<file path="config.mk">
export PLATFORM = sky130hd
export DESIGN_NAME = greenflow_gate_mc
export DESIGN_NICKNAME = d
export VERILOG_FILES = /design/src/rtl/greenflow_pkg.sv /design/src/rtl/greenflow_chan.sv /design/src/rtl/greenflow_gate_mc.sv
export SDC_FILE = /design/constraint.sdc
export NUM_CORES = 1
export LEC_CHECK = 0
export ABC_AREA = 1
export BUFFER_PORTS_ARGS = -buffer_cell sky130_fd_sc_hd__buf_2
export CORE_MARGIN = 3
export CORE_UTILIZATION = 48
export CTS_BUF_LIST = sky130_fd_sc_hd__clkbuf_8
export DETAILED_ROUTE_END_ITERATION = 8
export HOLD_SLACK_MARGIN = 0.02
export PLACE_DENSITY_LB_ADDON = 0.2
export SLEW_MARGIN = 10
export SYNTH_ARGS = -nofsm -noshare
export SYNTH_HDL_FRONTEND = slang
export SYNTH_SLANG_ARGS = --single-unit
</file>
<file path="constraint.sdc">
create_clock -name clk -period 22.4 [get_ports clk]
set_clock_uncertainty 0.2 [all_clocks]
set_input_delay 1.12 -clock clk [delete_from_list [all_inputs] [get_ports clk]]
set_output_delay 1.12 -clock clk [all_outputs]
set_load 0.05 [all_outputs]
</file>
<file path="src/rtl/greenflow_pkg.sv">
// -----------------------------------------------------------------------------
// greenflow_pkg
//
// Shared definitions for the multi-channel GreenFlow safety gate:
//   - per-channel status codes driven on status_code
//   - per-channel FSM state encoding (RUN / TRIP / LOST)
//   - statusFor(): maps a channel's next state plus its clamp flag to a status
//
// Ports: none (package).
// -----------------------------------------------------------------------------
package greenflow_pkg;

  localparam logic [1:0] ST_OK     = 2'b00;
  localparam logic [1:0] ST_CLAMP  = 2'b01;
  localparam logic [1:0] ST_THERM  = 2'b10;
  localparam logic [1:0] ST_AILOST = 2'b11;

  typedef enum logic [1:0] {
    S_RUN  = 2'b00,
    S_TRIP = 2'b01,
    S_LOST = 2'b10
  } chanState_e;

  // A running channel reports "clamped" whenever it was granted less than it
  // asked for; any non-running channel reports the reason it is not running.
  function automatic logic [1:0] statusFor(chanState_e state, logic clamped);
    logic [1:0] code;
    case (state)
      S_RUN:   code = clamped ? ST_CLAMP : ST_OK;
      S_TRIP:  code = ST_THERM;
      default: code = ST_AILOST;
    endcase
    return code;
  endfunction

endpackage

</file>
<file path="src/rtl/greenflow_chan.sv">
// -----------------------------------------------------------------------------
// greenflow_chan
//
// One charger channel of the GreenFlow gate: owns the RUN/TRIP/LOST FSM, the
// AI watchdog, the thermal hysteresis and the output (ramp) register. The
// budget allocation lives in the parent; this block hands up its clamped
// request and receives back its grant in the same cycle.
//
// Configuration macro: GREENFLOW_RAMP_EN
//   defined   -> upward output steps limited to RAMP_STEP per cycle
//   undefined -> output follows the grant directly (RAMP_STEP unused)
//
// Ports:
//   clk, rst       system clock, synchronous active-high reset
//   valid_i        AI request valid for this channel
//   req_i          requested power (kW)
//   temp_i         battery temperature (degC)
//   limit_i        per-channel hard power limit
//   tempLimit_i    shared trip temperature
//   grant_i        budget-limited grant from the parent allocation chain
//   clampReq_o     request after state gating and hard-limit clamp
//   outNext_o      next value of the output register (feeds the total adder)
//   faultNext_o    next state is TRIP or LOST
//   out_o          registered power command
//   status_o       registered status code
// -----------------------------------------------------------------------------
module greenflow_chan
  import greenflow_pkg::*;
#(
  parameter int unsigned W           = 16,
  parameter int unsigned RAMP_STEP   = 16,
  parameter int unsigned WDOG_CYCLES = 1000,
  parameter int unsigned HYST        = 5
) (
  input  logic         clk,
  input  logic         rst,
  input  logic         valid_i,
  input  logic [W-1:0] req_i,
  input  logic [W-1:0] temp_i,
  input  logic [W-1:0] limit_i,
  input  logic [W-1:0] tempLimit_i,
  input  logic [W-1:0] grant_i,
  output logic [W-1:0] clampReq_o,
  output logic [W-1:0] outNext_o,
  output logic         faultNext_o,
  output logic [W-1:0] out_o,
  output logic [1:0]   status_o
);

  localparam int unsigned CW = $clog2(WDOG_CYCLES + 1);
  localparam logic [CW-1:0] WdogMax = CW'(WDOG_CYCLES);
  localparam logic [W-1:0]  HystW   = W'(HYST);
`ifdef GREENFLOW_RAMP_EN
  localparam bit RampEn = 1'b1;
`else
  localparam bit RampEn = 1'b0;
`endif

  chanState_e    state_q, state_d;
  logic [CW-1:0] wdogCnt_q, wdogCnt_d;
  logic [W-1:0]  out_q, out_d;
  logic [1:0]    status_q, status_d;

  logic          wdogExpired;
  logic          tempHot;
  logic          tempCool;
  logic [W-1:0]  releaseTemp;
  logic [W:0]    rampCeil;

  // Watchdog: counts cycles since the last valid request and parks at the
  // limit. Expiry is judged on the next count so that the LOST status shows up
  // on the same edge the counter reaches the limit.
  always_comb begin
    wdogCnt_d = wdogCnt_q;
    if (valid_i) begin
      wdogCnt_d = '0;
    end else if (wdogCnt_q != WdogMax) begin
      wdogCnt_d = wdogCnt_q + CW'(1);
    end
    wdogExpired = (wdogCnt_d == WdogMax);
  end

  // Thermal thresholds: trip strictly above the limit, release only once the
  // temperature has fallen HYST below it. The release point floors at zero so
  // a small limit cannot wrap into a huge threshold.
  always_comb begin
    tempHot     = (temp_i > tempLimit_i);
    releaseTemp = (tempLimit_i > HystW) ? (tempLimit_i - HystW) : '0;
    tempCool    = (temp_i <= releaseTemp);
  end

  // Next-state logic. A thermal trip overrides everything; a channel leaving
  // TRIP with a dead watchdog goes to LOST rather than back to RUN.
  always_comb begin
    state_d = state_q;
    if (tempHot) begin
      state_d = S_TRIP;
    end else begin
      case (state_q)
        S_RUN:   if (wdogExpired) state_d = S_LOST;
        S_TRIP:  if (tempCool)    state_d = wdogExpired ? S_LOST : S_RUN;
        S_LOST:  if (valid_i)     state_d = S_RUN;
        default: state_d = S_LOST;
      endcase
    end
  end

  // Request offered to the budget chain: nothing unless the channel will be
  // running next cycle, otherwise the request capped at the hard limit. Kept
  // free of any grant dependence so the parent chain stays acyclic.
  always_comb begin
    clampReq_o = '0;
    if (state_d == S_RUN) begin
      clampReq_o = (req_i < limit_i) ? req_i : limit_i;
    end
  end

  // Output shaping. Decreases (including the drop to zero on a fault) take
  // effect at once; increases are limited to RAMP_STEP when ramping is built
  // in. The ceiling is one bit wider so out_q + RAMP_STEP cannot wrap.
  always_comb begin
    rampCeil = {1'b0, out_q} + (W+1)'(RAMP_STEP);
    out_d    = grant_i;
    if (RampEn && (grant_i > out_q) && (rampCeil < {1'b0, grant_i})) begin
      out_d = rampCeil[W-1:0];
    end
    status_d    = statusFor(state_d, (grant_i < req_i));
    faultNext_o = (state_d != S_RUN);
    outNext_o   = out_d;
  end

  // State, watchdog and output registers. Reset parks the channel in LOST
  // with zero output so it must see a valid request before delivering power.
  always_ff @(posedge clk) begin
    if (rst) begin
      state_q   <= S_LOST;
      wdogCnt_q <= '0;
      out_q     <= '0;
      status_q  <= ST_AILOST;
    end else begin
      state_q   <= state_d;
      wdogCnt_q <= wdogCnt_d;
      out_q     <= out_d;
      status_q  <= status_d;
    end
  end

  assign out_o    = out_q;
  assign status_o = status_q;

endmodule

</file>
<file path="src/rtl/greenflow_gate_mc.sv">
// -----------------------------------------------------------------------------
// greenflow_gate_mc
//
// Multi-channel GreenFlow safety gate between the AI power planner and the
// charger power stages. Each channel (greenflow_chan) gates, clamps and ramps
// its own command; this level shares the total grid budget among channels in
// fixed priority order (channel 0 first) and sums the delivered power.
//
// Configuration macro: GREENFLOW_RAMP_EN (see greenflow_chan).
//
// Ports:
//   clk, rst            system clock, synchronous active-high reset
//   ai_data_valid       per-channel request valid (bit i = channel i)
//   llm_requested_kw    per-channel request, channel i at [i*W +: W]
//   battery_temp_c      per-channel battery temperature
//   grid_limit_hard     per-channel hard power limit
//   grid_budget_total   shared budget across all channels
//   temp_limit_hard     shared trip temperature
//   safe_power_out      registered per-channel power command
//   status_code         registered per-channel status, 2 bits each
//   any_fault           registered OR of channels in TRIP or LOST
//   total_power_out     registered sum of safe_power_out
// -----------------------------------------------------------------------------
module greenflow_gate_mc
  import greenflow_pkg::*;
#(
  parameter int unsigned N_CH        = 4,
  parameter int unsigned W           = 16,
  parameter int unsigned RAMP_STEP   = 16,
  parameter int unsigned WDOG_CYCLES = 1000,
  parameter int unsigned HYST        = 5
) (
  input  logic                          clk,
  input  logic                          rst,
  input  logic [N_CH-1:0]               ai_data_valid,
  input  logic [N_CH*W-1:0]             llm_requested_kw,
  input  logic [N_CH*W-1:0]             battery_temp_c,
  input  logic [N_CH*W-1:0]             grid_limit_hard,
  input  logic [W-1:0]                  grid_budget_total,
  input  logic [W-1:0]                  temp_limit_hard,
  output logic [N_CH*W-1:0]             safe_power_out,
  output logic [N_CH*2-1:0]             status_code,
  output logic                          any_fault,
  output logic [W+$clog2(N_CH)-1:0]     total_power_out
);

  localparam int unsigned TW = W + $clog2(N_CH);

  logic [W-1:0]    clampReq [N_CH];
  logic [W-1:0]    grant    [N_CH];
  logic [W-1:0]    outNext  [N_CH];
  logic [N_CH-1:0] faultNext;
  logic [TW-1:0]   totalNext;
  logic [TW-1:0]   total_q;
  logic            anyFault_q;

  for (genvar c = 0; c < N_CH; c++) begin : gChan
    greenflow_chan #(
      .W           (W),
      .RAMP_STEP   (RAMP_STEP),
      .WDOG_CYCLES (WDOG_CYCLES),
      .HYST        (HYST)
    ) uChan (
      .clk         (clk),
      .rst         (rst),
      .valid_i     (ai_data_valid[c]),
      .req_i       (llm_requested_kw[c*W +: W]),
      .temp_i      (battery_temp_c[c*W +: W]),
      .limit_i     (grid_limit_hard[c*W +: W]),
      .tempLimit_i (temp_limit_hard),
      .grant_i     (grant[c]),
      .clampReq_o  (clampReq[c]),
      .outNext_o   (outNext[c]),
      .faultNext_o (faultNext[c]),
      .out_o       (safe_power_out[c*W +: W]),
      .status_o    (status_code[c*2 +: 2])
    );
  end

  // Budget allocation chain: each channel takes what it asks for out of what
  // the lower-numbered channels left behind, so the grants can never sum to
  // more than the shared budget.
  always_comb begin
    logic [W-1:0] remaining;
    remaining = grid_budget_total;
    for (int i = 0; i < N_CH; i++) begin
      grant[i]  = (clampReq[i] < remaining) ? clampReq[i] : remaining;
      remaining = remaining - grant[i];
    end
  end

  // Total adder over the next output values, so the registered total lines
  // up with the registered per-channel outputs.
  always_comb begin
    totalNext = '0;
    for (int i = 0; i < N_CH; i++) begin
      totalNext = totalNext + TW'(outNext[i]);
    end
  end

  // Summary registers. Reset reports a fault because every channel starts in
  // LOST.
  always_ff @(posedge clk) begin
    if (rst) begin
      anyFault_q <= 1'b1;
      total_q    <= '0;
    end else begin
      anyFault_q <= |faultNext;
      total_q    <= totalNext;
    end
  end

  assign any_fault       = anyFault_q;
  assign total_power_out = total_q;

endmodule

</file>
==> impl_results.md <==
- R2R setup slack: slightly above 4000 ps
- Max stage delay on crit path: 480 ps
- CP Data Required Time: 22,620 ps
- Clock buffer count from CTS: 17
- Die extent in x: about 200 microns
- Worst-Margin Slew: 881 ps
- Post-route cell area: around 0.02 sq mm
- Fin cells: 3,402
- Crit path DAT: just over 20,000 ps
- Final setup TNS: 0 ps
- Main synth FF type: dfxtp_1
- Post-DP HPWL: 49,600 microns
- Vias in the first global route: 17,800
- Final WL: 58,600 microns
- Row count: 69
- Iteration-0 DRC Markers: 1,185
- Avg Inst Size Synth: between 6 and 7 sq um
- # DRC: 0
- CP Max Fanout: 25
- Die Area: about 0.039 sq mm
- Largest net degree at the start of global routing: 60
- Final Hold Fails: 0
- CTS tree: built
- Post-Synthesis Cell Area: 0.0177 sq mm
- Layout cells sized above 1: approximately 15%
- Max-slew violation count: 0
- Worst hold path type: flop to flop
- Grt ovf: 0
- CP Launch Type: input pin
- DR WL/cell: about 17 microns
- CTS root buf: clkbuf_8
- Fmax: between 40 and 50 MHz
- Placed Area: 0.0197 sq mm
- Setup-failing EPs final: 0
- Initial Utilization: 49.2%
- FILL cells: 3,565
- GRT Util Overall: around 30%
- CP max-delay cell: fa_1
- CTS H-tree lvls: 4
- Status: finished, final reports clean
- Storage element area: 0.00278 sq mm
- Unrepaired setup endpoints after global routing: false
- Via count: 18,300
- Count leader, synth: inv_1
- First-pass GRT wire length: 91,100 microns
- Diodes inserted: 0
- I/O Pins: 321
- CP Capture Type: flop
- Core area: 0.0359 sq mm
- Syn_nets: about 3,300
- Critical path type: input pin to flop
- Commonest cells post-synth: inv_1 (492), nand2_1 (462), ha_1 (374)
- Clock Tree Buf Depth: 2
- Share of flip-flops with an asynchronous set or reset: 0%
- CTS clock-pin slew for the worst setup and hold paths: 80 ps
- Post-route antenna net violation count: 0
- Dpl cells: 3,365
- Syn Inst Count: between 2,000 and 3,000
- Port-buffer cells: 320
- Top cell by count, worst path: nand2_1
- Area leader, netlist: ha_1
- Nets: 3,564
- CTS sink count: 139
- Synth warn: 0
- GP Congestion: 0.969
- Die Span Y: between 150 and 200 microns
- Count of flip-flops with a built-in enable after synthesis: 0
- Seq cells post-synth: 139
- Period utilisation layout: 90.6%
- Worst skew pair latency: ~500 ps
- Sequential area share after synthesis: 15.8%
- Vias/cell: 5.37
- Area of the multi-input gates: ~0.013 sq mm
- Drt first pass iters: 5
- Area contributors post-synth: ha_1 (27%), dfxtp_1 (16%), inv_1 (10%)
- Distinct cells, synth: slightly below 60
- Final min period: between 20,000 and 25,000 ps
- # Max-Cap Violations: 0
- Initial antenna violation count: 1
- Synth top area share: 26.5%
- P&R area growth vs syn: 14.1%
- Rel. slew slack: 41.1%
-- path summary, 6_finish.rpt --
path                                                             start                                      to  cells past startpoint
worst min-delay path            gChan[2].uChan.wdogCnt_q[8]$_SDFF_PP0_  gChan[2].uChan.wdogCnt_q[8]$_SDFF_PP0_                      2
worst min register to register  gChan[2].uChan.wdogCnt_q[8]$_SDFF_PP0_  gChan[2].uChan.wdogCnt_q[8]$_SDFF_PP0_                      2
worst max-delay path                                temp_limit_hard[1]          total_power_out[16]$_SDFF_PP0_                    133
worst max register to register  gChan[0].uChan.wdogCnt_q[0]$_SDFF_PP0_          total_power_out[16]$_SDFF_PP0_                    121
-- cell type report --
type | instances | area share, %
Timing Repair inverter | 1 | 0.0373
Timing Repair Buffer | 329 | 8.30
Clock buffer | 18 | 1.23
Tap cell | 461 | 2.86
Multi-Input combinational cell | 1937 | 63.7
Clock inverter | 13 | 0.590
Sequential cell | 139 | 13.8
Inverter | 504 | 9.44
-- worst max-delay path: cells and delay by family --
| kind | cells | cell delay [ps] |
|---|---|---|
| and+or+nand+nor | 51 | 5580 |
| AOI/OAI and AO/OA | 41 | 6950 |
| adders and majority gates | 12 | 3470 |
| buffers and inverters | 28 | 3100 |
| xor gates and xnor gates | 1 | 250 |
-- stage by stage --
stage	utilization, %	hold slack, ps	setup slack [ps]
5_1_grt	56.1	360	25.5
2_1_floorplan	-	275	3750
3_3_place_gp	54.9	301	1370
4_1_cts	55.9	314	1050
6_report	56.1	320	2100
3_5_place_dp	54.9	302	643
-- layout by cell type, fill, tap and decap left out, drive strengths merged, types with 2 or more instances in the layout --
cell type / synthesis / layout
nor2: 252 / 252
o221a: 2 / 2
a31o: 3 / 3
a31oi: 6 / 6
nand3b: 6 / 6
ha: 374 / 374
o211ai: 9 / 9
nor3b: 4 / 4
a221oi: 4 / 4
a21boi: 5 / 5
a21o: 9 / 9
or2: 7 / 7
clkinv: 3 / 5
fa: 31 / 31
o31ai: 4 / 4
a211oi: 20 / 20
a21oi: 252 / 252
xnor2: 15 / 15
clkinvlp: 0 / 9
o21bai: 13 / 13
dfxtp: 139 / 139
nand3: 101 / 101
o21a: 8 / 8
a2111oi: 2 / 2
buf: 7 / 329
o211a: 3 / 3
nand4: 45 / 45
o221ai: 6 / 6
nor3: 45 / 45
clkbuf: 32 / 18
nand2: 477 / 477
nor4: 10 / 10
o2111ai: 2 / 2
o21ai: 184 / 184
xor2: 35 / 35
inv: 501 / 503
-- layer usage --
| layer | up-vias | part of all wire [%] | track usage (%) |
|---|---|---|---|
| met4 | 2 | 3.5 | 11.0 |
| met3 | 111 | 6.9 | 4.63 |
| met5 | - | 0.022 | 0 |
| li1 | 9249 | - | - |
| met2 | 637 | 46 | 50.1 |
| met1 | 8282 | 44 | 37.7 |
-- what timing repair did --
action,4_1_cts,5_1_grt
hold buffers,0,0
gates resized for setup,0,15
setup endpoints to repair,0,12
setup buffers,0,5
-- cell families (layout without fill, tap and decap cells) --
kind of cell,Yosys count,after routing,share of synthesized area (%)
xor gates and xnor gates,50,50,2.57
buffers and inverters,543,865,11.6
adders and majority gates,405,405,30.0
AOI/OAI and AO/OA,534,534,17.0
and+or+nand+nor,948,948,23.1
DFF,139,139,15.8
-- registers in the layout, indices dropped and copies added (netlist names) --
register,flops
gChan.uChan.out_o,64
gChan.uChan.wdogCnt_q,40
total_power_out,18
gChan.uChan.state_q,8
gChan.uChan.status_o,8
any_fault,1
Power is not shown: default switching activity piles up to over one toggle a cycle in this logic, so the estimate is an artifact.
